`src/rtl/nasti_wr_slave.sv`:
```
// NASTI write-channel slave: accepts one AW burst, expands it into per-beat write
// commands for the controller's write queue, then returns a single B response.
module nasti_wr_slave #(
  parameter int C_NASTI_ID_WIDTH   = 9,
  parameter int C_NASTI_ADDR_WIDTH = 16,
  parameter int C_NASTI_DATA_WIDTH = 64,
  parameter int C_NASTI_USER_WIDTH = 1
) (
  input  logic                            clk_i,
  input  logic                            rst_i,
  input  logic [C_NASTI_ID_WIDTH-1:0]     aw_id_i,
  input  logic [C_NASTI_ADDR_WIDTH-1:0]   aw_addr_i,
  input  logic [7:0]                      aw_len_i,
  input  logic [2:0]                      aw_size_i,
  input  logic [1:0]                      aw_burst_i,
  input  logic                            aw_valid_i,
  output logic                            aw_ready_o,
  input  logic [C_NASTI_DATA_WIDTH-1:0]   w_data_i,
  input  logic [C_NASTI_DATA_WIDTH/8-1:0] w_strb_i,
  input  logic                            w_last_i,
  input  logic                            w_valid_i,
  output logic                            w_ready_o,
  output logic [C_NASTI_ID_WIDTH-1:0]     b_id_o,
  output logic [1:0]                      b_resp_o,
  output logic [C_NASTI_USER_WIDTH-1:0]   b_user_o,
  output logic                            b_valid_o,
  input  logic                            b_ready_i,
  output logic [C_NASTI_ADDR_WIDTH-1:0]   cmd_addr_o,
  output logic [C_NASTI_DATA_WIDTH-1:0]   cmd_data_o,
  output logic [C_NASTI_DATA_WIDTH/8-1:0] cmd_strb_o,
  output logic                            cmd_valid_o,
  input  logic                            cmd_ready_i
);
  localparam int AW = C_NASTI_ADDR_WIDTH;
  localparam int LG_BYTES = $clog2(C_NASTI_DATA_WIDTH/8);

  localparam logic [1:0] S_IDLE = 2'd0;
  localparam logic [1:0] S_DATA = 2'd1;
  localparam logic [1:0] S_RESP = 2'd2;

  localparam logic [1:0] B_FIXED = 2'd0;
  localparam logic [1:0] B_INCR  = 2'd1;
  localparam logic [1:0] B_WRAP  = 2'd2;

  logic [1:0]                  state_q, state_d;
  logic [C_NASTI_ID_WIDTH-1:0] id_q, id_d;
  logic [AW-1:0]               addr_q, addr_d;
  logic [7:0]                  len_q, len_d;
  logic [2:0]                  size_q, size_d;
  logic [1:0]                  burst_q, burst_d;
  logic [7:0]                  cnt_q, cnt_d;
  logic                        err_q, err_d;
  logic                        drain_q, drain_d;

  logic          aw_hs, w_hs, last_beat, aw_err, wrap_len_ok;
  logic [AW-1:0] step, addr_inc, cont_mask, addr_next;

  assign aw_ready_o  = (state_q == S_IDLE) && !rst_i;
  assign w_ready_o   = (state_q == S_DATA) && (drain_q || cmd_ready_i);
  assign cmd_valid_o = (state_q == S_DATA) && !drain_q && w_valid_i;
  assign cmd_addr_o  = addr_q;
  assign cmd_data_o  = w_data_i;
  assign cmd_strb_o  = w_strb_i;
  assign b_valid_o   = (state_q == S_RESP);
  assign b_id_o      = id_q;
  assign b_resp_o    = err_q ? 2'b10 : 2'b00;
  assign b_user_o    = '0;

  assign aw_hs     = aw_valid_i && aw_ready_o;
  assign w_hs      = w_valid_i && w_ready_o;
  assign last_beat = (cnt_q == len_q);

  assign wrap_len_ok = (aw_len_i == 8'd1) || (aw_len_i == 8'd3) ||
                       (aw_len_i == 8'd7) || (aw_len_i == 8'd15);
  assign aw_err = (aw_burst_i == 2'd3) || (aw_size_i > 3'(LG_BYTES)) ||
                  ((aw_burst_i == B_WRAP) && !wrap_len_ok);

  // WRAP keeps the upper bits of the container-aligned base and wraps the offset.
  assign step      = AW'(1) << size_q;
  assign addr_inc  = addr_q + step;
  assign cont_mask = ((AW'(len_q) + AW'(1)) << size_q) - AW'(1);

  always_comb begin
    addr_next = addr_q;
    case (burst_q)
      B_INCR:  addr_next = addr_inc;
      B_WRAP:  addr_next = (addr_q & ~cont_mask) | (addr_inc & cont_mask);
      default: addr_next = addr_q;
    endcase
  end

  always_comb begin
    state_d = state_q;
    id_d    = id_q;
    addr_d  = addr_q;
    len_d   = len_q;
    size_d  = size_q;
    burst_d = burst_q;
    cnt_d   = cnt_q;
    err_d   = err_q;
    drain_d = drain_q;
    case (state_q)
      S_IDLE: if (aw_hs) begin
        id_d    = aw_id_i;
        addr_d  = aw_addr_i;
        len_d   = aw_len_i;
        size_d  = aw_size_i;
        burst_d = aw_burst_i;
        cnt_d   = 8'd0;
        err_d   = aw_err;
        drain_d = aw_err;
        state_d = S_DATA;
      end
      S_DATA: if (w_hs) begin
        cnt_d  = cnt_q + 8'd1;
        addr_d = addr_next;
        if (w_last_i != last_beat) err_d = 1'b1;
        if (last_beat) state_d = S_RESP;
      end
      S_RESP: if (b_ready_i) state_d = S_IDLE;
      default: state_d = S_IDLE;
    endcase
  end

  always_ff @(posedge clk_i) begin
    if (rst_i) begin
      state_q <= S_IDLE;
      id_q    <= '0;
      addr_q  <= '0;
      len_q   <= '0;
      size_q  <= '0;
      burst_q <= '0;
      cnt_q   <= '0;
      err_q   <= 1'b0;
      drain_q <= 1'b0;
    end else begin
      state_q <= state_d;
      id_q    <= id_d;
      addr_q  <= addr_d;
      len_q   <= len_d;
      size_q  <= size_d;
      burst_q <= burst_d;
      cnt_q   <= cnt_d;
      err_q   <= err_d;
      drain_q <= drain_d;
    end
  end
endmodule

```
`config.mk`:
```
export PLATFORM = sky130hd
export DESIGN_NAME = nasti_wr_slave
export DESIGN_NICKNAME = d
export VERILOG_FILES = /design/src/rtl/nasti_wr_slave.sv
export SDC_FILE = /design/constraint.sdc
export NUM_CORES = 1
export LEC_CHECK = 0
export BUFFER_PORTS_ARGS = -buffer_cell sky130_fd_sc_hd__buf_2
export CAP_MARGIN = 20
export CORE_AREA = 2 2 98 100
export DETAILED_ROUTE_END_ITERATION = 8
export DIE_AREA = 0 0 100 102
export GPL_TIMING_DRIVEN = 1
export HOLD_SLACK_MARGIN = 0.1
export PLACE_DENSITY = 0.95
export SYNTH_ARGS = -nofsm -noshare
export SYNTH_HDL_FRONTEND = slang
export SYNTH_SLANG_ARGS = --single-unit
```
`constraint.sdc`:
```
create_clock -name clk_i -period 8 [get_ports clk_i]
set_input_delay 1.6 -clock clk_i [delete_from_list [all_inputs] [get_ports clk_i]]
set_output_delay 1.6 -clock clk_i [all_outputs]
set_load 0.01 [all_outputs]
```
# --- After elaboration in Yosys (flattened, before gate mapping) ---
# Cells that the tools add are included.
word_totals:
  ram_bits: 0
  elab_cells: 78
  rom_bits: 0
  reg_bits: 50
  out_inout_bits: 104
  memories: 0
  latchBits: 0
  in_bits: 117
classes:
  n_eq_ne: 18
  bitwise: 4
  shifts: 2
  muxes: 17
  magnitude_cmp: 1
  add_sub_neg: 4
  div_mod_pow: 0
  mul: 0
  n_reduce_logical: 23
op_table:
  columns: ["op", "count"]
  rows:
  - ["16-bit one-hot mux with 2 select lines", 2]
  - ["16-bit bitwise AND", 2]
  - ["16-bit 2-to-1 mux", 2]
  - ["16-bit adder", 1]
  - ["8-bit 2-to-1 mux", 2]
  - ["16-bit NOT", 1]
  - ["16-bit OR", 1]
  - ["8-bit one-hot mux with 2 select lines", 1]
  - ["1-bit by 3-bit left shift with 16-bit output (first input constant)", 1]
  - ["9-bit by 3-bit left shift with 16-bit output", 1]
  - ["16-bit by 1-bit subtractor with 16-bit output (second input constant)", 1]
  - ["4-bit AND reduction", 3]
  - ["2-bit 2-to-1 mux", 5]
  - ["8-bit by 1-bit adder with 9-bit output (second input constant)", 1]
  - ["8-bit by 1-bit adder with 8-bit output (second input constant)", 1]
  - ["2-bit equality test (second input constant)", 4]
  - ["8-bit by 1-bit equality test with 1-bit output (second input constant)", 1]
  - ["8-bit by 2-bit equality test with 1-bit output (second input constant)", 1]
  - ["8-bit by 3-bit equality test with 1-bit output (second input constant)", 1]
  - ["8-bit by 4-bit equality test with 1-bit output (second input constant)", 1]
  - ["8-bit equality test", 1]
  - ["1-bit logical AND", 7]
  - ["1-bit logical OR", 6]
  - ["2-bit inequality test (second input constant)", 3]
  - ["other kinds (13)", 19]

# --- Logic depth before layout (Yosys ltp) ---
# Gate-level depths: netlist of the first run.
logic_depth:
  word_depth: 9
  depth_mapped: 16
  mapped_depth_nobuf: 13

# --- Worst setup path before layout of the first run ---
# OpenSTA, ideal clock, no wires.
synth_path:
  path_type: "input to register"
  from: "in rst_i"
  to: "reg (tool-made name)"
  n_path_buf: 3
  setup_ps: 128
  stages: 10
  slack_ps: 4208
  arrival_time_ps: 3665
  required_ps: 7872
  path_cell_list: "clkbuf_1 > nor3_1 > nand2_1 > a21oi_1 > and2_1 > clkbuf_1 > clkbuf_1 > o21ai_0 > mux2i_1 > nor2_1"
synth_lines:
  columns: ["element", "line", "source"]
  rows:
  - ["from (decl)", "10", "input logic rst_i,"]

==> impl_metrics.py, run 1 <==
metrics = {
    "cells_and_area": {
        "utilization": 0.488,
        "nets": 716,
        "synthToLayoutAreaGrowth_pct": -1.58,
        "nFillCells": 846,
        "drive_gt1_frac": 0.182,
        "n_antenna_cell": 0,
    },
    "synthesis": {
        "yosysUniqueCellTypes": 76,
        "synthArstFlopShare": 0,
        "syn-cell-area_sq_mm": 0.00451,
        "yosys_warnings": 0,
        "ys_seq_area_frac": 0.222,
        "synthCells": 610,
        "synthFlopType": "dfxtp_1",
        "synth_seq_cells": 50,
        "synth.avg_cell_area_sq_um": 7.40,
        "synth_edf_count": 0,
    },
    "route": {
        "ant_nets": 0,
        "viasPerCell": 6.13,
        "wl_um": 11300,
        "vias": 4281,
        "drtIter0Drc": 540,
        "wire_per_inst_um": 16.1,
        "drtPass1Iterations": 6,
        "drc": 0,
    },
    "critical_path": {
        "critPathRequiredTime_ns": 8.22,
        "critPathArrivalTime_ns": 4.27,
        "criticalPathCategory": "register to register",
        "critPathBufInv": 2,
        "crit_family": "compound AO/OA/AOI/OAI gates",
        "crit_slowest_cell": "dfxtp_1",
        "worstRegToRegCells": 13,
        "path_max_fanout": 26,
        "regToRegSetupSlack_ns": 3.94,
        "r2r_start": "size_q[2]",
        "path_cells": "inv_1 -> nand2_1 -> inv_1 -> ha_1 -> a211oi_1 -> o21ai_0 -> and3_1 -> o21ai_0 -> a21oi_1 -> nand4_1 -> xnor2_1 -> a2111o_1 -> o211a_1",
        "crit_path_start_kind": "register",
        "critical_path.max_stage_delay_ns": 0.84,
        "critPathCaptureType": "register",
    },
    "cts": {
        "cts.clk_slew.worst_paths_ns": 0.10,
        "root_buffer": "clkbuf_8",
        "ctsHoldBuffers": 0,
        "cts_tree": "built",
        "ctsResizeCount": 0,
        "numCtsBuffers": 5,
        "worstSkewPairLatency_ns": 0.31,
        "htree_levels": 2,
        "postCtsSetupRepairBufs": 0,
        "cts_buffer_depth": 2,
        "clock_sinks": 50,
    },
    "timing": {
        "hold_viol_final": 0,
        "fin_crit_sh": 0.507,
        "final-setup-viol-count": 0,
        "rsz0062_at_grt": "false",
        "slew_violations": 0,
        "fin_setup_tns_ns": 0,
        "period_minus_slack_ns": 4.06,
        "slew_headroom": 0.478,
        "max_freq_mhz": 247,
        "worst_slew_pin_slew_ns": 0.783,
        "skew_ns": 0.00725,
    },
    "pwr": {
        "power.total_mw": 0.725,
        "p_leak_nw": 1.75,
        "netSwitchingPower_mw": 0.264,
        "p_seq_frac": 0.410,
        "switching_share": 0.364,
        "internal-power_mw": 0.461,
        "power_density_mw_per_mm2": 163,
        "ir_worst_vdd_uv": 162,
        "power_frac_clock": 0.262,
        "power_frac_comb": 0.328,
    },
    "worst_hold_path": {
        "worstHoldEndpoint": "b_id_o[6]",
        "min_from": "b_id_o[6]",
        "holdPathStages": 2,
        "hold_class": "register to register",
    },
    "grt": {
        "grt_pass1_vias": 4067,
        "antenna_found_initial": 0,
        "grt_pass1_wl_um": 18900,
        "grt_overflow": 0,
        "grt_max_degree": 47,
        "grt_usage": 0.224,
    },
    "place": {
        "place.gp.congestion": 0.913,
        "io_buffers": 74,
        "dp_hpwl_um": 8110,
    },
    "outcome": {
        "status": "finished clean",
    },
    "die": {
        "placement_rows": 35,
        "start_util": 0.495,
        "boundaryPins": 221,
        "fp.dieW_um": 100,
        "die_area_sq_mm": 0.0102,
        "core_sq_mm": 0.00911,
        "die_h_um": 102,
    },
    "job": {
        "drv_cap": 0,
    },
}
## power by group through the flow
stage / logic (mW) / registers [mW] / clock network (mW)
after detailed placement: 0.231 / 0.303 / 0
after CTS: 0.234 / 0.297 / 0.191
after floorplan: 0.219 / 0.292 / 0
final: 0.238 / 0.298 / 0.190
after global placement: 0.227 / 0.302 / 0
after global routing: 0.264 / 0.301 / 0.199
## per-stage QoR
step / instance area (sq um) / hold WS [ns] / setup slack, ns / cells
floorplan: 4520 / 0.440 / 4.21 / 611
global placement: 4320 / 0.442 / 3.93 / 690
detailed placement: 4320 / 0.450 / 3.81 / 690
CTS: 4440 / 0.464 / 4.05 / 698
global route: 4440 / 0.497 / 3.68 / 698
finish: 4440 / 0.460 / 3.94 / 698
## worst max-delay path by stage
stage	slack [ns]	cells after the start	from	endpoint
detailed placement	3.81	8	rst_i	register
CTS	4.05	3	rst_i	aw_ready_o
floorplan	4.21	10	rst_i	register
global route	3.68	13	size_q[2]	register
finish	3.94	13	size_q[2]	register
global placement	3.93	8	rst_i	register
## cell usage in the layout (no fill, tap or decap), types with 4 or more instances in the layout
cell / synthesis / layout
nor4_1: 5 / 5
o21ai_0: 47 / 47
and3_1: 6 / 6
xnor2_1: 21 / 21
nor3_1: 9 / 9
o31ai_1: 8 / 8
a21oi_1: 29 / 29
and2_1: 5 / 5
a311oi_1: 4 / 4
xor2_1: 10 / 10
nand2_1: 83 / 83
o32ai_1: 5 / 5
ha_1: 12 / 12
dfxtp_1: 50 / 50
a211oi_1: 10 / 10
a22oi_1: 4 / 4
nor2b_1: 8 / 8
inv_1: 14 / 14
mux2i_1: 6 / 6
buf_4: 77 / 5
clkbuf_8: 0 / 5
a31oi_1: 4 / 4
o211ai_1: 7 / 7
nand2b_1: 8 / 8
nor2_1: 47 / 47
or3_1: 4 / 4
nand3_1: 14 / 14
nand4_1: 8 / 8
or2_2: 4 / 4
buf_2: 8 / 74
a21o_1: 4 / 4
## cells by family (layout without fill, tap and decap cells)
kind of cell,after synthesis,in the layout,share of synthesized area
multiplexers,6,6,0.0133
adder cells (fa/ha/maj),13,13,0.0377
other,1,2,0.000831
XOR/XNOR,31,31,0.0602
buffers and inverters,126,102,0.176
flip-flops,50,50,0.222
AO/OA/AOI/OAI,167,167,0.260
AND/OR/NAND/NOR,216,216,0.230
## routing by layer
metal  vias to the layer above  GRT usage  share of wire
li1                       2041          -              -
met1                      2001      0.276           0.41
met2                       189      0.380           0.48
met3                        50     0.0363          0.068
met4                         0      0.111          0.036
met5                         -          0              0
## worst min-delay path, stage by stage (launching register included)
cell	delay, ns
dfxtp_1	0.32
nand2_1	0.04
o21ai_0	0.06
## layout make-up
cell class                      count  area, sq um  area share
Sequential cell                    50         1000       0.225
Clock buffer                        5         68.8      0.0155
Multi-Input combinational cell    435         2720       0.612
Inverter                           15         56.3      0.0127
Clock inverter                      3         48.8      0.0110
Tap cell                          111          139      0.0313
Timing Repair Buffer               79          408      0.0919
## Yosys cell counts (3+ instances only)
library cell	number	share of area
o211ai_1	7	0.012
nand2b_1	8	0.011
nor3b_1	3	0.0050
a211oi_1	10	0.017
o311a_1	3	0.0067
inv_1	14	0.012
and2_1	5	0.0069
clkbuf_1	20	0.017
nor2b_1	8	0.011
buf_6	3	0.0075
nor4_1	5	0.0069
nand4_1	8	0.011
xor2_1	10	0.019
o31ai_1	8	0.013
a311o_1	3	0.0067
nor3_1	9	0.010
or3_1	4	0.0055
a22oi_1	4	0.0067
and3_1	6	0.0083
a31oi_1	4	0.0055
or2_2	4	0.0055
a32oi_1	3	0.0058
mux2i_1	6	0.013
nand2_1	83	0.069
buf_2	8	0.0089
o21bai_1	3	0.0050
o21ai_0	47	0.052
nand3_1	14	0.016
a21o_1	4	0.0067
ha_1	12	0.033
buf_4	77	0.13
dfxtp_1	50	0.22
o32ai_1	5	0.0097
nor2_1	47	0.039
a21oi_1	29	0.032
xnor2_1	21	0.041
a311oi_1	4	0.0078
Note: power is estimated with default switching activity, not from simulation.
==> run 2, diff against run 1 <==
--- a/config.mk
+++ b/config.mk
@@ -7,12 +7,12 @@
 export LEC_CHECK = 0
 export BUFFER_PORTS_ARGS = -buffer_cell sky130_fd_sc_hd__buf_2
 export CAP_MARGIN = 20
-export CORE_AREA = 2 2 98 100
+export CORE_AREA = 2 2 106 108
 export DETAILED_ROUTE_END_ITERATION = 8
-export DIE_AREA = 0 0 100 102
+export DIE_AREA = 0 0 108 110
 export GPL_TIMING_DRIVEN = 1
 export HOLD_SLACK_MARGIN = 0.1
-export PLACE_DENSITY = 0.95
+export PLACE_DENSITY = 0.87
 export SYNTH_ARGS = -nofsm -noshare
 export SYNTH_HDL_FRONTEND = slang
 export SYNTH_SLANG_ARGS = --single-unit
==> constraint.sdc (replaced) <==
create_clock -name clk_i -period 3.5 [get_ports clk_i]
set_input_delay 0.7 -clock clk_i [delete_from_list [all_inputs] [get_ports clk_i]]
set_output_delay 0.7 -clock clk_i [all_outputs]
set_load 0.01 [all_outputs]
==> impl_metrics.py, run 2 (synthesized netlist as in run 1, its figures left out) <==
metrics = {
    "cts": {
        "htree_levels": 2,
        "cts_tree": "built",
        "numCtsBuffers": 5,
        "cts_buffer_depth": 2,
        "cts.clk_slew.worst_paths_ns": 0.11,
        "clock_sinks": 50,
        "worstSkewPairLatency_ns": 0.33,
        "root_buffer": "clkbuf_8",
    },
    "critical_path": {
        "path_max_fanout": 22,
        "criticalPathCategory": "register to register",
        "critPathCaptureType": "register",
        "critPathRequiredTime_ns": 3.76,
        "crit_path_start_kind": "register",
        "critPathArrivalTime_ns": 3.53,
    },
    "place": {
        "dp_slack_ns": 0.312,
        "place.gp.congestion": 0.931,
        "io_buffers": 74,
        "dp_cells": 729,
        "dpl-instance-area_sq_mm": 0.00443,
        "dp_hpwl_um": 8510,
    },
    "die": {
        "start_util": 0.422,
        "die_area_sq_mm": 0.0119,
        "fp.dieW_um": 108,
        "die_h_um": 110,
        "boundaryPins": 221,
        "placement_rows": 38,
        "core_sq_mm": 0.0107,
    },
    "timing": {
        "final-setup-viol-count": 0,
        "slew_headroom": 0.503,
        "max_freq_mhz": 306,
        "slew_violations": 0,
        "worst_slew_pin_slew_ns": 0.743,
        "fin_crit_sh": 0.935,
        "setup_ws_ns": 0.227,
        "skew_ns": 0.0126,
        "hold_viol_final": 0,
        "period_minus_slack_ns": 3.27,
    },
    "cells_and_area": {
        "mostFrequentLayoutCells": "nand2_1, buf_2, dfxtp_1",
        "synthToLayoutAreaGrowth_pct": 1.25,
        "n_antenna_cell": 0,
        "drive_gt1_frac": 0.202,
        "layout_commonest_cell": "nand2_1",
        "fin_area_sq_mm": 0.00457,
        "utilization": 0.427,
        "layout.cells.non_filler": 738,
        "nets": 727,
    },
    "grt": {
        "grt_max_degree": 47,
        "grt_usage": 0.195,
        "grt_pass1_wl_um": 18800,
        "grt_pass1_vias": 3981,
        "grt_overflow": 0,
        "antenna_found_initial": 0,
    },
    "job": {
        "drv_cap": 0,
    },
    "pwr": {
        "p_leak_nw": 1.80,
        "power.total_mw": 1.69,
        "power_density_mw_per_mm2": 370,
        "ir_worst_vdd_uv": 252,
    },
    "route": {
        "drtIter0Drc": 471,
        "viasPerCell": 5.80,
        "drc": 0,
        "wire_per_inst_um": 15.6,
        "wl_um": 11500,
        "vias": 4283,
        "drtPass1Iterations": 6,
        "ant_nets": 0,
    },
    "outcome": {
        "status": "finished clean",
    },
    "worst_hold_path": {
        "hold_class": "register to register",
    },
}
-- run 2: cell types whose count changed in the layout (fill, tap and decap cells not counted) --
cell     delta
o21ai_1     +1
ha_2        +1
dfxtp_2     +1
buf_4      +11
dfxtp_1     -1
ha_1        -1
o21ai_0     -1
nor3_1      -1
nor3_2      +1
-- run 2: per-layer routing --
| metal | global-route usage | share of wire | vias up |
|---|---|---|---|
| li1 | - | - | 2062 |
| met1 | 0.241 | 0.42 | 1982 |
| met2 | 0.332 | 0.49 | 199 |
| met3 | 0.0235 | 0.067 | 40 |
| met4 | 0.103 | 0.029 | 0 |
| met5 | 0 | 0 | - |
-- run 2: through the flow --
step,hold WS (ns),setup TNS [ns]
2_1_floorplan,0.440,0
3_3_place_gp,0.441,0
3_5_place_dp,0.450,0
4_1_cts,0.464,0
5_1_grt,0.507,-0.00585
6_report,0.463,0
-- run 2: area by class of cell --
type | instances | area (sq um)
fill | 1053 | 6130
multi-input combinational | 435 | 2730
inverter | 15 | 56.3
tap | 140 | 175
sequential | 50 | 1000
timing repair buffer | 90 | 490
clock inverter | 3 | 48.8
clock buffer | 5 | 68.8
-- run 2: final timing paths --
path	slack, ns	cells past startpoint	to	start
max	0.23	12	register	size_q[0]
min	0.46	2	b_id_o[0]	b_id_o[0]
max reg2reg	0.23	12	register	size_q[0]
min reg2reg	0.46	2	b_id_o[0]	b_id_o[0]
-- run 2: power by group --
group          total [mW]  switching [mW]  internal, mW
Clock               0.452           0.234         0.218
Sequential          0.674          0.0592         0.615
Combinational       0.565           0.332         0.233
-- run 2: repair_timing --
item                                    CTS  global route
hold buffers                              0             0
buffers inserted                          0             1
endpoints found under the setup margin    0             5
gates resized for setup                   0             4
-- run 2: worst max-delay path, stage by stage, from the launching register on --
cell and delay (ns):
dfxtp_1 0.53, buf_4 0.32, nand2b_1 0.17, o21ai_0 0.13, nand3_1 0.11, ha_1 0.22
o2111ai_1 0.18, a22oi_2 0.28, o211ai_1 0.25, nor4_1 0.32, xnor2_1 0.16, a2111oi_2 0.37
o21bai_1 0.15
